## config.mk

```make
export PLATFORM = sky130hd
export DESIGN_NAME = button_event_gen_flat
export DESIGN_NICKNAME = d
export VERILOG_FILES = /design/src/rtl/button_event_gen_if.sv /design/src/rtl/button_event_gen.sv /design/src/flat_wrapper.sv
export SDC_FILE = /design/constraint.sdc
export NUM_CORES = 1
export LEC_CHECK = 0
export CORE_UTILIZATION = 26
export CTS_BUF_LIST = sky130_fd_sc_hd__clkbuf_4
export DETAILED_ROUTE_END_ITERATION = 10
export REMOVE_ABC_BUFFERS = 1
export SKIP_LAST_GASP = 1
export SYNTH_ARGS = -nofsm -noshare
export SYNTH_HDL_FRONTEND = slang
export SYNTH_SLANG_ARGS = --single-unit
```

## constraint.sdc

```tcl
create_clock -name clk -period 2.7 [get_ports clk]
set_clock_uncertainty 0.1 [all_clocks]
set_input_delay 0.54 -clock clk [delete_from_list [all_inputs] [get_ports clk]]
set_output_delay 0.54 -clock clk [all_outputs]
set_load 0.03 [all_outputs]
```

## src/rtl/button_event_gen_if.sv

```systemverilog
// Button event bus: debounced button input and enable towards the event
// generator, one-cycle event strobes and the long-press level back out.
//   enable        - event generation enable (master -> slave)
//   btn_in        - debounced button level, 1 = pressed (master -> slave)
//   press_pulse   - one-cycle strobe on an accepted press (slave -> master)
//   release_pulse - one-cycle strobe on release of an accepted press
//   repeat_pulse  - one-cycle strobe per auto-repeat interval
//   long_press    - level, high while the hold is past the long-press time
//   flap          - press_pulse OR repeat_pulse
interface button_event_gen_if;
  logic enable;
  logic btn_in;
  logic press_pulse;
  logic release_pulse;
  logic repeat_pulse;
  logic long_press;
  logic flap;

  modport master (
    output enable,
    output btn_in,
    input  press_pulse,
    input  release_pulse,
    input  repeat_pulse,
    input  long_press,
    input  flap
  );

  modport slave (
    input  enable,
    input  btn_in,
    output press_pulse,
    output release_pulse,
    output repeat_pulse,
    output long_press,
    output flap
  );
endinterface

```

## src/rtl/button_event_gen.sv

```systemverilog
// Turns the debounced button level into one-cycle game events: press,
// release, long-press level and auto-repeat, plus a combined flap strobe.
//   clk    - system clock
//   resetn - synchronous active-low reset
//   bus    - button_event_gen_if.slave (enable/btn_in in, events out);
//            all event outputs are registered
module button_event_gen #(
  parameter int unsigned LONG_CYCLES   = 5000000,
  parameter int unsigned REPEAT_CYCLES = 2500000,
  parameter int unsigned REPEAT_EN     = 1
) (
  input logic               clk,
  input logic               resetn,
  button_event_gen_if.slave bus
);

  localparam int unsigned HOLD_W = $clog2(LONG_CYCLES) + 1;
  localparam int unsigned REP_W  = $clog2(REPEAT_CYCLES) + 1;

  localparam logic [HOLD_W-1:0] HOLD_LAST = HOLD_W'(LONG_CYCLES - 1);
  localparam logic [REP_W-1:0]  REP_LAST  = REP_W'(REPEAT_CYCLES - 1);
  localparam logic              REP_ON    = (REPEAT_EN != 0);

  localparam logic [1:0] S_IDLE     = 2'd0;
  localparam logic [1:0] S_HELD     = 2'd1;
  localparam logic [1:0] S_REPEAT   = 2'd2;
  localparam logic [1:0] S_WAIT_REL = 2'd3;

  logic [1:0]        state, state_n;
  logic [HOLD_W-1:0] hold_cnt, hold_cnt_n;
  logic [REP_W-1:0]  repeat_cnt, repeat_cnt_n;
  logic              press_n, release_n, repeat_n, long_n, flap_n;

  // State and counter registers
  always_ff @(posedge clk) begin
    if (!resetn) begin
      state      <= S_WAIT_REL;
      hold_cnt   <= '0;
      repeat_cnt <= '0;
    end else begin
      state      <= state_n;
      hold_cnt   <= hold_cnt_n;
      repeat_cnt <= repeat_cnt_n;
    end
  end

  // Next-state, counter and event decode
  always_comb begin
    state_n      = state;
    hold_cnt_n   = hold_cnt;
    repeat_cnt_n = repeat_cnt;
    press_n      = 1'b0;
    release_n    = 1'b0;
    repeat_n     = 1'b0;

    if (!bus.enable) begin
      // Disable cancels any press silently; re-arm only after a release
      state_n      = S_WAIT_REL;
      hold_cnt_n   = '0;
      repeat_cnt_n = '0;
    end else begin
      case (state)
        S_WAIT_REL: begin
          if (!bus.btn_in) state_n = S_IDLE;
        end
        S_IDLE: begin
          if (bus.btn_in) begin
            state_n    = S_HELD;
            press_n    = 1'b1;
            hold_cnt_n = '0;
          end
        end
        S_HELD: begin
          // Release has priority over hold expiry
          if (!bus.btn_in) begin
            state_n    = S_IDLE;
            release_n  = 1'b1;
            hold_cnt_n = '0;
          end else if (hold_cnt == HOLD_LAST) begin
            state_n      = S_REPEAT;
            hold_cnt_n   = '0;
            repeat_cnt_n = '0;
            repeat_n     = REP_ON;
          end else begin
            hold_cnt_n = hold_cnt + HOLD_W'(1);
          end
        end
        S_REPEAT: begin
          if (!bus.btn_in) begin
            state_n      = S_IDLE;
            release_n    = 1'b1;
            hold_cnt_n   = '0;
            repeat_cnt_n = '0;
          end else if (repeat_cnt == REP_LAST) begin
            repeat_cnt_n = '0;
            repeat_n     = REP_ON;
          end else begin
            repeat_cnt_n = repeat_cnt + REP_W'(1);
          end
        end
        default: begin
          state_n      = S_WAIT_REL;
          hold_cnt_n   = '0;
          repeat_cnt_n = '0;
        end
      endcase
    end

    long_n = (state_n == S_REPEAT);
    flap_n = press_n | repeat_n;
  end

  // Registered event outputs
  always_ff @(posedge clk) begin
    if (!resetn) begin
      bus.press_pulse   <= 1'b0;
      bus.release_pulse <= 1'b0;
      bus.repeat_pulse  <= 1'b0;
      bus.long_press    <= 1'b0;
      bus.flap          <= 1'b0;
    end else begin
      bus.press_pulse   <= press_n;
      bus.release_pulse <= release_n;
      bus.repeat_pulse  <= repeat_n;
      bus.long_press    <= long_n;
      bus.flap          <= flap_n;
    end
  end

endmodule

```

## src/flat_wrapper.sv

```systemverilog
// flat-port wrapper written by rule: the top's interface ports become plain ports
module button_event_gen_flat 
#(
  parameter int unsigned LONG_CYCLES   = 5000000,
  parameter int unsigned REPEAT_CYCLES = 2500000,
  parameter int unsigned REPEAT_EN     = 1
)
  (clk, resetn, bus_enable, bus_btn_in, bus_press_pulse, bus_release_pulse, bus_repeat_pulse, bus_long_press, bus_flap);
  button_event_gen_if bus_i ();
  input logic clk;
  input logic resetn;
  input wire logic [$bits(bus_i.enable)-1:0] bus_enable;
  input wire logic [$bits(bus_i.btn_in)-1:0] bus_btn_in;
  output wire logic [$bits(bus_i.press_pulse)-1:0] bus_press_pulse;
  output wire logic [$bits(bus_i.release_pulse)-1:0] bus_release_pulse;
  output wire logic [$bits(bus_i.repeat_pulse)-1:0] bus_repeat_pulse;
  output wire logic [$bits(bus_i.long_press)-1:0] bus_long_press;
  output wire logic [$bits(bus_i.flap)-1:0] bus_flap;
  assign bus_i.enable = bus_enable;
  assign bus_i.btn_in = bus_btn_in;
  assign bus_press_pulse = bus_i.press_pulse;
  assign bus_release_pulse = bus_i.release_pulse;
  assign bus_repeat_pulse = bus_i.repeat_pulse;
  assign bus_long_press = bus_i.long_press;
  assign bus_flap = bus_i.flap;
  button_event_gen #(.LONG_CYCLES(LONG_CYCLES), .REPEAT_CYCLES(REPEAT_CYCLES), .REPEAT_EN(REPEAT_EN)) u_core (.clk(clk), .resetn(resetn), .bus(bus_i));
endmodule
```

# --- Word level (Yosys, flattened, before mapping) ---
# Index checks and enable logic that the tools add are counted.
word_totals:
  in_bits: 4
  ramBits: 0
  elab_cells: 56
  register_bits: 54
  mem_bits_ro: 0
  latch_bits: 0
  out_inout_bits: 5
  mem_count: 0
op_classes:
  mux: 26
  n_lt_le_gt_ge: 0
  bitwise: 1
  multipliers: 0
  eq_ne: 10
  shifts: 0
  addsub: 2
  reduce_logical: 9
  div: 0
op_table:
  columns: ["operator", "count"]
  rows:
  - ["24-bit 2-to-1 mux", 4]
  - ["23-bit 2-to-1 mux", 4]
  - ["24-bit case mux with 3 select lines", 1]
  - ["23-bit case mux with 2 select lines", 1]
  - ["24-bit by 1-bit adder with 24-bit output (second input constant)", 1]
  - ["24-bit by 23-bit equality test with 1-bit output (second input constant)", 1]
  - ["23-bit by 1-bit adder with 23-bit output (second input constant)", 1]
  - ["23-bit by 22-bit equality test with 1-bit output (second input constant)", 1]
  - ["2-bit 2-to-1 mux", 5]
  - ["1-bit 2-to-1 mux", 9]
  - ["3-bit AND reduction", 3]
  - ["2-bit equality test (second input constant)", 3]
  - ["2-bit inequality test (second input constant)", 3]
  - ["2-bit case mux with 3 select lines", 1]
  - ["2-bit OR reduction", 2]
  - ["3-bit nonzero test", 1]
  - ["2-bit by 1-bit equality test with 1-bit output (second input constant)", 1]
  - ["2-bit zero test", 1]
  - ["2-bit by 1-bit inequality test with 1-bit output (second input constant)", 1]
  - ["1-bit case mux with 2 select lines", 1]
  - ["2-bit AND reduction", 1]
  - ["2-bit nonzero test", 1]
  - ["1-bit OR", 1]

# --- Logic depth before layout (Yosys ltp) ---
logic_depth:
  word_depth: 6
  ltp_mapped: 9
  mapped_depth_nobuf: 7

# --- Least setup slack after synthesis ---
# Ideal clock, no wire load.
synth_timing:
  path_type: "register to register"
  from: "register u_core.state[0]"
  to: "register u_core.hold_cnt[18]"
  period_less_slack_ns: 2.504
  arrival_time_ns: 2.276
  slack_ns: 0.196
  required_ns: 2.472
  setup_time_ns: 0.128
  n_path_buf: 1
  path_stages_with_launch: 9
  cell_sequence: "dfxtp_1 > inv_1 > ha_1 > buf_2 > mux2_2 > nor4_1 > or3b_2 > xnor2_1 > nor2_1"
synth_via:
  elab_chain_cells: 3
  elab_cells_between_ends: 8
  classes_between: "eq/ne: 4; mux: 1; reduce/logical: 3"
synth_lines:
  columns: ["element", "line", "text"]
  rows:
  - ["from (decl)", "button_event_gen.sv:29", "logic [1:0] state, state_n;"]
  - ["from (signal assigned)", "button_event_gen.sv:41", "state <= state_n;"]
  - ["2-bit equality test (tied with other cells)", "button_event_gen.sv:62", "case (state)"]
  - ["2-bit inequality test (no source line) / 3-bit nonzero test (equally long branches)", null, null]
  - ["3-bit AND reduction (no source line)", null, null]
  - ["to (signal assigned)", "button_event_gen.sv:42", "hold_cnt <= hold_cnt_n;"]
  - ["to (decl)", "button_event_gen.sv:30", "logic [HOLD_W-1:0] hold_cnt, hold_cnt_n;"]
# Parallel ways exist; a longest one is shown, timed or not.
# A chain may end at the register's enable or synchronous reset.

# --- Final worst setup path ---
layout_timing:
  from: "register u_core.state[1]"
  to: "register u_core.repeat_cnt[21]"
layout_via:
  elab_chain_cells: 3
  elab_cells_between_ends: 7
  classes_between: "eq/ne: 4; mux: 1; reduce/logical: 2"
layout_lines:
  columns: ["element", "line", "text"]
  rows:
  - ["2-bit by 1-bit equality test with 1-bit output / 2-bit equality test (equally long branches)", "button_event_gen.sv:62", null]
  - ["2-bit by 1-bit inequality test with 1-bit output (no source line) (tied with other cells)", null, null]
  - ["3-bit AND reduction (no source line)", null, null]
  - ["to (signal assigned)", "button_event_gen.sv:43", "repeat_cnt <= repeat_cnt_n;"]
  - ["to (decl)", "button_event_gen.sv:31", "logic [REP_W-1:0] repeat_cnt, repeat_cnt_n;"]
# Parallel ways exist; a longest one is shown, timed or not.

==> summary by stage <==
Floorplan
The die footprint is 0.0113 sq mm. The die width is 106 microns. The floorplan has 37 rows. The vertical extent of the die is 106 microns. The initial utilization of the core area, before any placement, comes to 0.271. 9 I/O pins were placed. The placeable core region is 0.0104 sq mm.

Power and ir drop
The leakage power summed over all cells is 0.000978 uW. The internal power is 1040 uW. The power density over the cells is 418 mW/mm^2. Of the total power, the share spent switching nets is 0.238. The logic gate share of total power is 0.076.

The switching component of the power is 324 uW. The share of total power dissipated in the clock network is 0.331. The worst-case IR drop observed on VDD is 222 uV. The sequential group share of total power is 0.593.

Detailed routing
The number of vias per cell is 5.12. The via count is 2540. The wire length reported by the detailed router is 6260 microns. The first detailed-routing pass took 4 iterations. In the final routed layout, each cell accounts on average for 12.6 microns. In the routed design, unresolved DRC markers number 0.

After the first detailed-routing iteration, the DRC count stood at 110. The count of nets left with antenna violations after detail routing is 0.

Finish
Fill cells in the final layout number 1108. The utilization of the core after routing is 0.313. From synthesis to final layout, the design area changed by 15.5%. The most common library cell in the layout ignoring fill and taps is dfxtp_1.

The count of cells in the finished layout, fillers not included, comes to 496. The number of nets in the finished design is 370. The top cell types in the final layout, fill and taps aside, are dfxtp_1, nor2_1, nand2_1.

The ratio of cells with drive above 1 in the final layout is 0.103.

Clock tree
The number of levels in the clock H-tree is 2. The maximum count of clock buffers along a single path is 2. The TritonCTS clock tree is done.

The count of hold-fix buffers inserted at cts is 0. The TritonCTS buffer count is 5. The clock insertion delay at the later pin of the skew report is 0.38 ns. The library cell used as clock root buffer is clkbuf_4. After clock tree synthesis, the clock-pin slew on the worst setup and hold paths is 0.16 ns. The number of sinks on the clock net is 54.

The number of resized instances in the post-cts repair step is 0. After clock tree synthesis, the setup repair step added 0 buffers.

Synthesis
Among all flip-flop cells after synthesis, the most frequent one is dfxtp_1. The count of mapped cells out of synthesis is 342. After synthesis, the share of flip-flops with an asynchronous set or reset is 0.

The number of distinct library cell variants in the gate-level netlist after synthesis is 41. Counting flops and latches in the post-synthesis netlist gives 54. The count of synthesis-stage warnings from yosys is 0. The summed instance area of the synthesized netlist is 0.00282 sq mm. In this run the mean area of a mapped cell was 8.24 sq um. Of the synthesized area, sequential elements account for 0.383.

Counting flops with a built-in enable in the synthesized netlist gives 0.

Global route
The total grt overflow is 0. In the global route stage, overall resource usage came out at 0.120. The wire length of the first global-routing pass is 11100 microns.

Entering global routing, the biggest net connects 25 pins. The number of antenna violations at the first check in global routing is 1. The via count of the first global-routing pass came to 2342.

Placement
The total half-perimeter wirelength after legalization and detailed placement is 4460 microns. The final RePlAce weighted congestion is 0.808. The number of port buffers is 8. Once placement completed, the tool counted placed cells totaling 487.

Hold path
The hold path depth is 2. The worst hold path belongs to the class flip-flop to flip-flop.

Timing
The smallest clock period supported by the final layout is computed as 2.51 ns. The max-slew violation total from the final report is 0. At the pin with the least slew margin, the transition time is 0.562 ns. Setup repair after global routing left no endpoint under its margin. The maximum achievable frequency is 398 MHz.

The final-report setup violation count is 0. The number of endpoints with negative hold slack in the final report is 0. The worst hold margin is 0.408 ns. Dividing the final minimum period by the clock period gives 0.931. Measured against its own limit, the worst slew margin works out to 0.624. The accumulated negative setup slack is 0 ns.

Critical path
Of all nets on the critical path, the largest fanout is 20. The library cell contributing the largest single delay on the critical path is or4_1. The delay of the slowest critical-path stage is 0.51 ns.

The number of buffers and inverters on the critical path is 2. The worst endpoint required time is 2.92 ns. By startpoint and endpoint, the worst setup path is classified as flip-flop to flip-flop. Traced cell by cell, the critical path runs through inv_1, ha_1, nand4_1, or4_4, a2bb2oi_2, buf_12, or4_1, a21oi_1. For the worst setup path, the data arrival time is 2.74 ns. Counting cells, the worst reg-to-reg path comes to 8.

In this run the number of cells on the critical path is 8. Broken down by cell family, the worst path's largest delay share belongs to simple AND/OR/NAND/NOR gates. The kind of end point of the critical path is a flip-flop. The worst setup path is launched from a flip-flop.

Flow run
The tool flagged a number of max-cap violations equal to 0.

Status
The run finished with clean final reports.
[kinds of logic after synthesis]
kind of cell,after synthesis,share of synthesized area
multiplexers,3,0.0111
XOR/XNOR,22,0.0684
AO/OA/AOI/OAI,62,0.132
adder cells (fa/ha/maj),8,0.0355
AND/OR/NAND/NOR,169,0.334
flip-flops,54,0.383
buffers and inverters,24,0.0355
[worst paths after layout]
kind,from,slack (ns),end
min,u_core.hold_cnt[1],0.41,u_core.hold_cnt[1]
min reg2reg,u_core.hold_cnt[1],0.41,u_core.hold_cnt[1]
max,u_core.state[1],0.19,u_core.repeat_cnt[21]
max reg2reg,u_core.state[1],0.19,u_core.repeat_cnt[21]
[worst min-delay path, stage by stage, from the launching register on]
cell and delay, ns:
dfxtp_1 0.35, o21ai_0 0.07, a21oi_1 0.06
[power by group through the flow]
stage               registers (uW)  logic, uW  clock network, uW
global route                   808        114                497
CTS                            807        103                472
global placement               824        102                  0
finish                         807        103                450
floorplan                      825       51.8                  0
detailed placement             824        102                  0
[layout make-up]
| type | count | area (sq um) | area share |
|---|---|---|---|
| inverter | 8 | 30.0 | 0.00922 |
| multi-input combinational | 264 | 1650 | 0.506 |
| antenna | 1 | 2.50 | 0.000769 |
| sequential | 54 | 1080 | 0.332 |
| clock buffer | 5 | 37.5 | 0.0115 |
| tap | 136 | 170 | 0.0523 |
| timing repair buffer | 25 | 245 | 0.0753 |
| clock inverter | 3 | 40.0 | 0.0123 |
[cells in the mapped netlist, drive strengths merged (4+ instances only)]
master / count / area (sq um)
inv: 8 / 30.0
nand2: 28 / 105
nor4: 8 / 50.1
and4: 4 / 35.0
a21oi: 26 / 130
o21ai: 15 / 75.1
clkbuf: 13 / 48.8
dfxtp: 54 / 1080
and3: 5 / 31.3
xnor2: 8 / 70.1
or3: 10 / 62.6
nor3: 4 / 20.0
xor2: 14 / 123
and2: 5 / 31.3
or4: 14 / 109
nand3: 20 / 100
nand4: 19 / 125
o31ai: 15 / 113
nor2: 35 / 131
ha: 8 / 100
[stage by stage]
stage	total power, uW	area [sq um]	worst slack, ns
6_report	1360	3260	0.187
5_1_grt	1420	3260	0.0491
4_1_cts	1380	3250	0.198
3_5_place_dp	926	3170	-0.0992
3_3_place_gp	926	3170	-0.0803
2_1_floorplan	876	2750	-0.236
[flip-flops by register name, summed over array words and instances (netlist names)]
register	flops
u_core.bus.flap	1
u_core.bus.press_pulse	1
u_core.bus.long_press	1
u_core.bus.release_pulse	1
u_core.hold_cnt	24
u_core.repeat_cnt	23
u_core.bus.repeat_pulse	1
u_core.state	2
[metal layers]
layer | up-vias | GRT usage | share of wire
met5 | - | 0 | 0
met1 | 1187 | 0.159 | 0.49
met4 | 0 | 0.0387 | 0.013
met3 | 8 | 0.0184 | 0.035
met2 | 55 | 0.197 | 0.46
li1 | 1290 | - | -
Note: power is estimated with default switching activity, not from simulation.
